### src/rtl/bcd_sub_seq.sv
// Digit-serial packed-BCD subtractor: diff = x - y - borrow_in.
// Processes one decimal digit per clock, least-significant digit first.
// Handshake: start is accepted whenever busy=0, which includes the done
// cycle. busy is high while digits are being processed. done pulses for
// one cycle when diff/borrow_out/invalid have just been updated.
module bcd_sub_seq #(
    parameter int DIGITS = 4
) (
    input  logic                  clk,
    input  logic                  reset,
    input  logic                  start,
    input  logic [4*DIGITS-1:0]   x,
    input  logic [4*DIGITS-1:0]   y,
    input  logic                  borrow_in,
    output logic                  busy,
    output logic                  done,
    output logic [4*DIGITS-1:0]   diff,
    output logic                  borrow_out,
    output logic                  invalid
);

    localparam int W  = 4 * DIGITS;
    localparam int IW = (DIGITS > 1) ? $clog2(DIGITS) : 1;

    typedef enum logic [1:0] {
        IDLE = 2'd0,
        CALC = 2'd1,
        DONE = 2'd2
    } state_t;

    state_t          state;
    state_t          next_state;

    // Operand shift registers: the digit being processed is always in [3:0].
    logic [W-1:0]    x_sh;
    logic [W-1:0]    y_sh;
    // Result shift register: new digits enter at the top and move down,
    // so after DIGITS shifts digit 0 sits in [3:0].
    logic [W-1:0]    acc;
    logic [W-1:0]    acc_next;
    logic            borrow;
    logic            borrow_next;
    logic            inv_acc;
    logic [IW-1:0]   idx;

    logic            accept;
    logic            last;
    logic [3:0]      x_dig;
    logic [3:0]      y_dig;
    logic [4:0]      t;
    logic [3:0]      dig;
    logic            digit_bad;

    // State register.
    always_ff @(posedge clk) begin
        if (reset) begin
            state <= IDLE;
        end else begin
            state <= next_state;
        end
    end

    // Next-state logic and status outputs.
    always_comb begin
        next_state = state;
        busy       = 1'b0;
        done       = 1'b0;
        accept     = 1'b0;
        last       = (idx == IW'(DIGITS - 1));
        case (state)
            IDLE: begin
                if (start) begin
                    accept     = 1'b1;
                    next_state = CALC;
                end
            end
            CALC: begin
                busy = 1'b1;
                if (last) begin
                    next_state = DONE;
                end
            end
            DONE: begin
                done = 1'b1;
                if (start) begin
                    accept     = 1'b1;
                    next_state = CALC;
                end else begin
                    next_state = IDLE;
                end
            end
            default: begin
                next_state = IDLE;
            end
        endcase
    end

    // One-digit subtract with ten's-complement correction on underflow.
    always_comb begin
        x_dig       = x_sh[3:0];
        y_dig       = y_sh[3:0];
        t           = {1'b0, x_dig} - {1'b0, y_dig} - {4'b0000, borrow};
        digit_bad   = (x_dig > 4'd9) || (y_dig > 4'd9);
        dig         = t[3:0];
        borrow_next = 1'b0;
        if (t[4]) begin
            dig         = t[3:0] + 4'd10;
            borrow_next = 1'b1;
        end
        acc_next = (acc >> 4) | (W'(dig) << (W - 4));
    end

    // Operand capture, per-digit accumulation and result publication.
    always_ff @(posedge clk) begin
        if (reset) begin
            x_sh       <= '0;
            y_sh       <= '0;
            acc        <= '0;
            borrow     <= 1'b0;
            inv_acc    <= 1'b0;
            idx        <= '0;
            diff       <= '0;
            borrow_out <= 1'b0;
            invalid    <= 1'b0;
        end else if (accept) begin
            x_sh    <= x;
            y_sh    <= y;
            acc     <= '0;
            borrow  <= borrow_in;
            inv_acc <= 1'b0;
            idx     <= '0;
        end else if (state == CALC) begin
            x_sh    <= x_sh >> 4;
            y_sh    <= y_sh >> 4;
            acc     <= acc_next;
            borrow  <= borrow_next;
            inv_acc <= inv_acc | digit_bad;
            idx     <= idx + IW'(1);
            if (last) begin
                diff       <= acc_next;
                borrow_out <= borrow_next;
                invalid    <= inv_acc | digit_bad;
            end
        end
    end

endmodule

### config.mk
export PLATFORM = sky130hd
export DESIGN_NAME = bcd_sub_seq
export DESIGN_NICKNAME = d
export VERILOG_FILES = /design/src/rtl/bcd_sub_seq.sv
export SDC_FILE = /design/constraint.sdc
export NUM_CORES = 1
export LEC_CHECK = 0
export CAP_MARGIN = 20
export CORE_MARGIN = 2
export CORE_UTILIZATION = 50
export CTS_CLUSTER_DIAMETER = 60
export CTS_CLUSTER_SIZE = 14
export DETAILED_ROUTE_END_ITERATION = 8
export PLACE_DENSITY_LB_ADDON = 0.15
export SLEW_MARGIN = 15
export SYNTH_ARGS = -nofsm -noshare
export SYNTH_HDL_FRONTEND = slang
export SYNTH_SLANG_ARGS = --single-unit
export TNS_END_PERCENT = 5
### constraint.sdc
create_clock -name clk -period 3.5 [get_ports clk]
set_input_delay 1.05 -clock clk [delete_from_list [all_inputs] [get_ports clk]]
set_output_delay 1.05 -clock clk [all_outputs]
set_load 0.02 [all_outputs]
==> reports/metrics.cfg, run 1 <==
[synth]
synth_edf_count=0
synth_ff_type=dfxtp_1
syn_area_per_cell_um2=8.536
synth.area.top_cells=dfxtp_1, nand2_1, a22oi_1
netlist.area_leader.share=0.4892
synth_cells=326
async_flop_share=0
synth.net_count=372
synth-seq-area-share=0.4892
yosys_warnings=0
syn-cell-area_um2=2783
ys_ff_latch=68
synth_top_area_cell=dfxtp_1
synthDistinctLibCells=35

[worst_hold_path]
min_from=acc[5]$_SDFFE_PP0P_
hp-class=reg -> reg
hold_depth=2
worstHoldEndpoint=diff[1]$_SDFFE_PP0P_

[power_and_ir_drop]
finalPower_w=0.001747
power.share.sequential=0.474
swShare=0.2629
ir_drop_uv=241.4
p_per_area_nw_per_um2=490.6
switchingPower_w=0.0004594
pwr-share-clk=0.362
power.static_leakage_nw=1.286
cell_internal_pwr_w=0.001288
p_comb_frac=0.164

[drt]
wl_um=5831
drc=0
ant_nets=0
avgViaCountPerCell=5.259
drt_iter0_markers=126
dr.pass1.iters=5
vias=2377
routedWlPerCell_um=12.90

[cts]
numCtsBuffers=9
cts_root_buf=clkbuf_8
clkSinkCount=68
cts_setup_buffers=0
clk_path_buf_depth=2
clkSlewWorstSetupHoldPaths_ns=0.07
cts_tree=yes
cts_hold_buf=0
clock_latency_ns=0.34
cts_resized=0
cts_max_level=3

[timing]
finalSetupViolCount=0
slew_viol_final=0
holdWs_ns=0.4550
tightest_slew_ns=0.6769
timing.final.crit_period_ns=2.666
hold_viol=0
rsz0062_at_grt=false
fin_crit_sh=0.7618
fin_tns_setup_ns=0
fin_skew_ns=0.009469
slew_headroom=0.5488
max_freq_mhz=375.1

[layout]
final_cell_mix=nand2_1, dfxtp_1, clkdlybuf4s50_1, a21oi_1, a22oi_1
fin_area_um2=3562
syn_to_final_growth_pct=28.01
diodes=0
layout_commonest_cell=nand2_1
fillCellCount=486
layout-drive-gt1-share=0.07368
final_nets=421

[flow_run]
max_cap_violations=0

[global_route]
antenna_found_initial=0
grt_start_max_net_pins=56
first_global_vias=2325
grt_first_pass_wirelength_um=10080
grt-ovfl-total=0
grt_util_all_layers=0.2072

[worst_setup_path]
critPathLaunch=state[0]$_SDFFE_PP0P_
r2r_start=y_sh[0]$_SDFFE_PP0P_
worstSetupStartpointType=flip-flop
worst-path-max-fanout=14
critPathKind=reg -> out
rr_worst_depth=10
worst-r2r-setup-slack_ns=0.95
worstSetupEndpointType=primary output
required_ns=2.45
timing.rr.end=acc[14]$_SDFFE_PP0P_
arrival_ns=1.62

[placement]
gp_congestion=0.7886
hpwl_um=3891
placed_cell_area_um2=3368
io_buffer_count=55

[floorplanning]
die_height_um=78.60
die_w_um=78.60
die-area_um2=6178
num_rows=27
start_util=0.5116
io_pins=56
core_area_um2=5439

[outcome]
status=complete, no violations

## worst max-delay path by stage
| stage | end | slack [ns] |
|---|---|---|
| after floorplan | acc[14]$_SDFFE_PP0P_ | 1.13 |
| after global placement | x_sh[9]$_SDFFE_PP0P_ | 0.96 |
| after detailed placement | acc[14]$_SDFFE_PP0P_ | 0.97 |
| after CTS | busy | 0.82 |
| after global routing | busy | 0.75 |
| final | busy | 0.83 |
## routing by layer
metal / GRT usage / wire length [um] / up-vias
li1: - / - / 1217
met1: 0.2389 / 2624 / 1094
met2: 0.3641 / 2852 / 58
met3: 0.05747 / 287 / 8
met4: 0.07719 / 66 / 0
met5: 0 / 0 / -
## stage by stage
stage                     std cells  setup slack, ns    util
after floorplan                 326            1.133       -
final                           452           0.8338  0.6549
after CTS                       452           0.8177  0.6549
after detailed placement        436           0.9737  0.6193
after global placement          436           0.9575  0.6193
after global routing            452           0.7452  0.6549
## critical path: stages, from the launching register on
cell	delay, ns
dfxtp_1	0.36
nand2b_1	0.06
buf_4	0.18
inv_2	0.07
clkdlybuf4s50_1	0.59
## cells in the mapped netlist, types with 3 or more instances
master	number
buf_2	9
nor2b_1	3
dfxtp_1	68
nor2_1	23
clkbuf_1	12
a22oi_1	33
ha_1	8
a21oi_1	48
a211oi_1	7
xnor2_1	3
inv_1	8
nand2_1	70
and2_1	3
## cell families (layout without fill, tap and decap cells)
kind of cell | after synthesis | after routing | share of synthesized area
AND/OR/NAND/NOR | 110 | 110 | 0.1668
AO/OA/AOI/OAI | 100 | 100 | 0.2293
flip-flops | 68 | 68 | 0.4892
adder cells (fa/ha/maj) | 10 | 10 | 0.05036
XOR/XNOR | 5 | 5 | 0.01574
buffers and inverters | 33 | 87 | 0.04856
## cell type report
cell class                      instances  area, um2  area share
Sequential cell                        68       1361      0.3822
Multi-Input combinational cell        225       1289      0.3618
Tap cell                               72      90.09     0.02529
Timing Repair Buffer                   61      590.6      0.1658
Clock buffer                           12      145.1     0.04074
Inverter                               10      37.54     0.01054
Clock inverter                          4      48.80     0.01370
## flip-flops by register name (all words and copies together) (netlist names)
register	count
state	2
invalid	1
borrow	1
diff	16
x_sh	16
y_sh	16
inv_acc	1
acc	12
idx	2
borrow_out	1
## power by group through the flow
stage / clock (W) / combinational [W] / sequential [W]
5_1_grt: 0.000682 / 0.000323 / 0.000832
2_1_floorplan: 0 / 0.000203 / 0.000839
3_3_place_gp: 0 / 0.000282 / 0.000845
6_report: 0.000633 / 0.000287 / 0.000828
3_5_place_dp: 0 / 0.000286 / 0.000846
4_1_cts: 0.000645 / 0.000288 / 0.000828
Note: power is estimated with default switching activity, not from simulation.
==> run 2: changes to the inputs <==
--- a/config.mk
+++ b/config.mk
@@ -7,7 +7,7 @@
 export LEC_CHECK = 0
 export CAP_MARGIN = 20
 export CORE_MARGIN = 2
-export CORE_UTILIZATION = 50
+export CORE_UTILIZATION = 46
 export CTS_CLUSTER_DIAMETER = 60
 export CTS_CLUSTER_SIZE = 14
 export DETAILED_ROUTE_END_ITERATION = 8
==> constraint.sdc (replaced) <==
create_clock -name clk -period 2.33 [get_ports clk]
set_input_delay 0.699 -clock clk [delete_from_list [all_inputs] [get_ports clk]]
set_output_delay 0.699 -clock clk [all_outputs]
set_load 0.02 [all_outputs]
==> reports/metrics.cfg, run 2 (synthesized netlist as in run 1, its figures left out) <==
[outcome]
status=finished with violations
violations=setup timing

[drt]
dr.pass1.iters=4  ; -1
drt_iter0_markers=83  ; -34%
ant_nets=0  ; unchanged
vias=2412  ; +1.5%
avgViaCountPerCell=5.143  ; -2.2%
drc=0  ; unchanged
routedWlPerCell_um=12.87  ; -0.25%
wl_um=6035  ; +3.5%

[worst_setup_path]
worstSetupStartpointType=flip-flop
worstSetupEndpointType=flip-flop
arrival_ns=2.62  ; +1.00 ns
critPathLaunch=y_sh[0]$_SDFFE_PP0P_
critical-path-slowest-cell=fa_2
worst-path-max-fanout=3  ; -11
critPathKind=reg -> reg
r2r_start=y_sh[0]$_SDFFE_PP0P_
cp_slowest_stage_delay_ns=0.37  ; -0.22 ns
cpMostUsedCell=fa_2
required_ns=2.59  ; +0.14 ns
cp_cell_sequence=inv_2 > fa_2 > fa_2 > nand2b_1 > nand2_2 > ha_4 > a21oi_2 > o22a_1 > o221a_1 > a211oi_2

[power_and_ir_drop]
pwr-share-clk=0.374  ; +0.012
cell_internal_pwr_w=0.002093  ; +63%
ir_drop_uv=498.2  ; +110%
p_per_area_nw_per_um2=759.5  ; +55%
power.share.sequential=0.435  ; -0.039
p_comb_frac=0.191  ; +0.027
power.static_leakage_nw=1.366  ; +6.2%
finalPower_w=0.002861  ; +64%
switchingPower_w=0.0007679  ; +67%
swShare=0.2684  ; +0.005483

[placement]
pre_cts_ws_ns=-0.1756  ; -1.149 ns
gp_congestion=0.8313  ; +5.4%
hpwl_um=3985  ; +2.4%
io_buffer_count=55  ; unchanged

[timing]
slew_headroom=0.6930  ; +0.1442
timing.final.crit_period_ns=2.365
slew_viol_final=0  ; unchanged
worst_slack_ns=-0.03479  ; -0.8686 ns
fin_skew_ns=0.009710  ; +0.0002405 ns
holdWs_ns=0.4529  ; -0.002112 ns
hold_viol=0  ; unchanged
rsz0062_at_grt=true
finalSetupViolCount=1  ; +1
tightest_slew_ns=0.4606  ; -0.2163 ns
max_freq_mhz=422.9
fin_crit_sh=1.015

[floorplanning]
die_height_um=81.78  ; +4.0%
io_pins=56  ; unchanged
num_rows=28  ; +3.7%
die_w_um=81.78  ; +4.0%
die-area_um2=6687  ; +8.2%
core_area_um2=5886  ; +8.2%
start_util=0.4728  ; -0.03883

[cts]
cts_root_buf=clkbuf_8
cts_hold_buf=0  ; unchanged
clkSinkCount=68  ; unchanged
cts_max_level=3  ; unchanged
cts_tree=yes
numCtsBuffers=9  ; unchanged
clock_latency_ns=0.34  ; about the same
clk_path_buf_depth=2  ; unchanged
clkSlewWorstSetupHoldPaths_ns=0.07  ; about the same

[layout]
top_regs=diff (16), x_sh (16), y_sh (16)
syn_to_final_growth_pct=35.39
final_nets=435  ; +3.3%
final_cell_mix=nand2_1, dfxtp_1, clkdlybuf4s50_1, a21oi_1, a22oi_1
layout-drive-gt1-share=0.1523  ; +0.07860
layout_commonest_cell=nand2_1
diodes=0  ; unchanged

[global_route]
grt_util_all_layers=0.1913  ; -0.01590
first_global_vias=2283  ; -1.8%
grt_first_pass_wirelength_um=9763  ; -3.1%
grt-ovfl-total=0  ; unchanged
antenna_found_initial=0  ; unchanged
grt_start_max_net_pins=45  ; -20%

[worst_hold_path]
hp-class=reg -> reg
min_from=diff[10]$_SDFFE_PP0P_

[flow_run]
max_cap_violations=0  ; unchanged

## run 2: worst max-delay path: cells and delay by family (launching register included)
| kind | cells | cell delay (ns) |
|---|---|---|
| buf+inv | 1 | 0.04 |
| simple gates | 2 | 0.19 |
| fa+ha+maj | 3 | 1.01 |
| compound gates | 4 | 0.72 |
| flops | 1 | 0.33 |
## run 2: layout make-up
type	instances	area, um2
sequential	68	1365
clock buffer	9	123.9
tap	75	93.84
fill	542	2118
timing repair buffer	75	708.2
multi-input combinational	225	1341
clock inverter	7	97.59
inverter	10	37.54
## run 2: timing repair
action	4_1_cts	5_1_grt
pin swaps	9	5
endpoints found under the hold margin	0	0
setup buffers	8	0
setup endpoints to repair	4	4
cloned	0	0
gates resized for setup	6	10
## run 2: final timing paths
check,endpoint,slack (ns),cells past startpoint
worst max-delay path,diff[14]$_SDFFE_PP0P_,-0.03,10
worst min-delay path,diff[10]$_SDFFE_PP0P_,0.45,2
worst max register to register,diff[14]$_SDFFE_PP0P_,-0.03,10
worst min register to register,diff[10]$_SDFFE_PP0P_,0.45,2
## run 2: power by group through the flow
stage               registers, W  clock network, W  logic, W
global route             0.00125           0.00114  0.000600
floorplan                0.00126                 0  0.000306
detailed placement       0.00127                 0  0.000457
finish                   0.00124           0.00107  0.000547
CTS                      0.00124           0.00109  0.000517
global placement         0.00127                 0  0.000448
## run 2: metrics by stage
step | area (um2) | util | instances | setup TNS [ns]
after floorplan | 2785 | - | 326 | 0
after global placement | 3440 | 0.5844 | 446 | -0.1170
after detailed placement | 3440 | 0.5844 | 446 | -0.3093
after CTS | 3746 | 0.6365 | 470 | -0.05918
after global routing | 3767 | 0.6401 | 469 | -0.2178
final | 3767 | 0.6401 | 469 | -0.03479
## run 2: per-layer routing
metal  global-route usage  vias up  share of wire
met5                    0        -              0
met4               0.1033        0          0.026
met3              0.04396       13          0.042
met2               0.3447       63           0.50
met1               0.2058     1092           0.43
li1                     -     1244              -
==> RTL edit (config.mk and constraints of run 2) <==
Add an input register stage for `y`, with the module's reset; this delays it by one clock. The other inputs are not delayed to match.
--- a/src/rtl/bcd_sub_seq.sv
+++ b/src/rtl/bcd_sub_seq.sv
@@ -28,4 +28,14 @@
         DONE = 2'd2
     } state_t;
+
+    logic [4*DIGITS-1:0] y_q;
+
+    always_ff @(posedge clk) begin
+        if (reset) begin
+            y_q <= '0;
+        end else begin
+            y_q <= y;
+        end
+    end
 
     state_t          state;
@@ -125,5 +135,5 @@
         end else if (accept) begin
             x_sh    <= x;
-            y_sh    <= y;
+            y_sh    <= y_q;
             acc     <= '0;
             borrow  <= borrow_in;
Behaviour: not the same (a bounded check fails within 10 cycles, from zero or initial values and one cycle with reset high).
==> RTL edit against run 2 <==
The run still ends with setup timing left. Sequential share of layout area grew 4.2 points. Final area rose by 10%. Power up 8.4%. Sequential cell count is 16 higher. Global-route usage is 0.81 points lower. Area after synthesis increased by 15%. Worst setup slack worse by 0.013 ns. Routed wire length is 5.4% higher. Critical endpoint unchanged.
==> RTL edit: results <==
group,metric,value,unit
power_and_ir_drop,leakage,0.00152,uW
timing,setup_ws,-0.0478,ns
drt,first_pass_iters,4,
timing,clock_skew,0.00678,ns
drt,routed_wl,6360,um
timing,hold_viol,0,
clock_tree,clkLatencyLatePin,0.34,ns
worst_setup_path,slowest_stage,"fa_2",
clock_tree,htreeDepth,3,
clock_tree,root_buffer,"clkbuf_8",
global_routing,grt_pass1_vias,2512,
clock_tree,clock_path_buffers,2,
yosys,ys_seq_area_frac,0.524,
yosys,syn_inst,360,
yosys,synthTopCellsByArea,"dfxtp_1 (52%), nand2_1 (8.2%), a22oi_1 (7.7%), a21oi_1 (7.5%), nor2b_1 (3.7%)",
worst_setup_path,max_stage_delay,0.41,ns
global_routing,antenna_found_initial,0,
final_layout,drive_gt1_frac,0.121,
drt,post_drt_via_cell_ratio,5.09,
place,dpl.cell_count,484,
status,violations,"setup timing",
yosys,synth_common_cells,"dfxtp_1 (84), nand2_1 (70), a21oi_1 (48)",
worst_setup_path,critPathLaunch,"borrow",
drt,drtIter0Drc,97,
status,status,"complete, but fails checks",
global_routing,grt_pass1_wl,11000,um
drt,dr_total_vias,2548,
clock_tree,cts_buffers,9,
place,hpwl,4390,um
final_layout,nFillCells,616,
worst_setup_path,crit_fanout,4,
yosys,yosysWarnings,0,
yosys,async_flop_share,0,
timing,max-slew-margin-rel,0.672,
hold_path,worst_hold_path_type,"register to register",
hold_path,hp-start,"diff[5]",
final_layout,diodes,0,
yosys,syn_nets,406,
global_routing,grt_max_degree,49,
power_and_ir_drop,ir_drop,0.449,mV
timing,setup_viol,2,
place,portBuffers,55,
yosys,synth_cell_type_count,33,
worst_setup_path,arrival,2.59,ns
global_routing,grt_usage,0.183,
place,gp_congestion,0.768,
clock_tree,path_clk_slew,0.08,ns
final_layout,nNetsFinal,462,
-- RTL edit: cell count changes after synthesis, sizes merged --
cell	before	now
nor2b	3	19
clkinv	1	0
dfxtp	68	84
clkbuf	12	15
inv	9	10
buf	11	10
-- RTL edit: per-layer routing --
metal | track usage | wire length (um)
met4 | 0.0587 | 57
met5 | 0 | 0
met2 | 0.332 | 3340
met3 | 0.0578 | 260
met1 | 0.203 | 2710
-- RTL edit: cell families after synthesis --
kind of cell / Yosys count / share of synthesized area
compound gates: 100 / 0.199
xor+xnor: 5 / 0.0137
buf+inv: 35 / 0.0445
fa+ha+maj: 10 / 0.0437
simple gates: 126 / 0.175
flops: 84 / 0.524
-- RTL edit: stage by stage --
stage / setup TNS, ns / instance area [um2] / total power, uW / worst slack, ns / utilization
2_1_floorplan: 0 / 3210 / 1830 / 0.00699 / -
3_3_place_gp: -0.132 / 3870 / 1970 / -0.0712 / 0.573
3_5_place_dp: -0.363 / 3870 / 1980 / -0.170 / 0.573
4_1_cts: -0.0587 / 4120 / 3110 / -0.0376 / 0.610
5_1_grt: -0.270 / 4160 / 3250 / -0.139 / 0.616
6_report: -0.0850 / 4160 / 3100 / -0.0478 / 0.616
-- RTL edit: power by group --
group / switching (uW) / internal (uW) / leakage [uW]
Sequential: 30.6 / 1490 / 0.000686
Combinational: 247 / 236 / 0.000727
Clock: 490 / 606 / 0.000111
-- RTL edit: worst paths after layout --
path	slack (ns)	cells after the start	end
setup / recovery	-0.05	10	diff[14]
hold / removal	0.45	2	diff[5]
setup reg to reg	-0.05	10	diff[14]
hold reg to reg	0.45	2	diff[5]
-- RTL edit: area by class of cell --
| class | count | share of cell area |
|---|---|---|
| clock buffers | 10 | 0.0307 |
| inverters | 10 | 0.00902 |
| clock inverters | 6 | 0.0211 |
| multi-input cells | 241 | 0.349 |
| repair buffers | 70 | 0.162 |
| flip-flops and latches | 84 | 0.405 |
| well taps | 80 | 0.0241 |
-- RTL edit: repair_timing --
item,in CTS,in global routing
buffers inserted,1,0
endpoints found under the hold margin,0,0
gates resized for setup,7,8
setup endpoints to repair,4,5
pin swaps,9,7
-- RTL edit: critical path, delay by kind of cell (launching register included) --
| kind | cells | cell delay [ns] |
|---|---|---|
| AND/OR/NAND/NOR | 2 | 0.26 |
| adder cells (fa/ha/maj) | 3 | 1.00 |
| buffers and inverters | 2 | 0.17 |
| AO/OA/AOI/OAI | 3 | 0.47 |
| flip-flops | 1 | 0.34 |
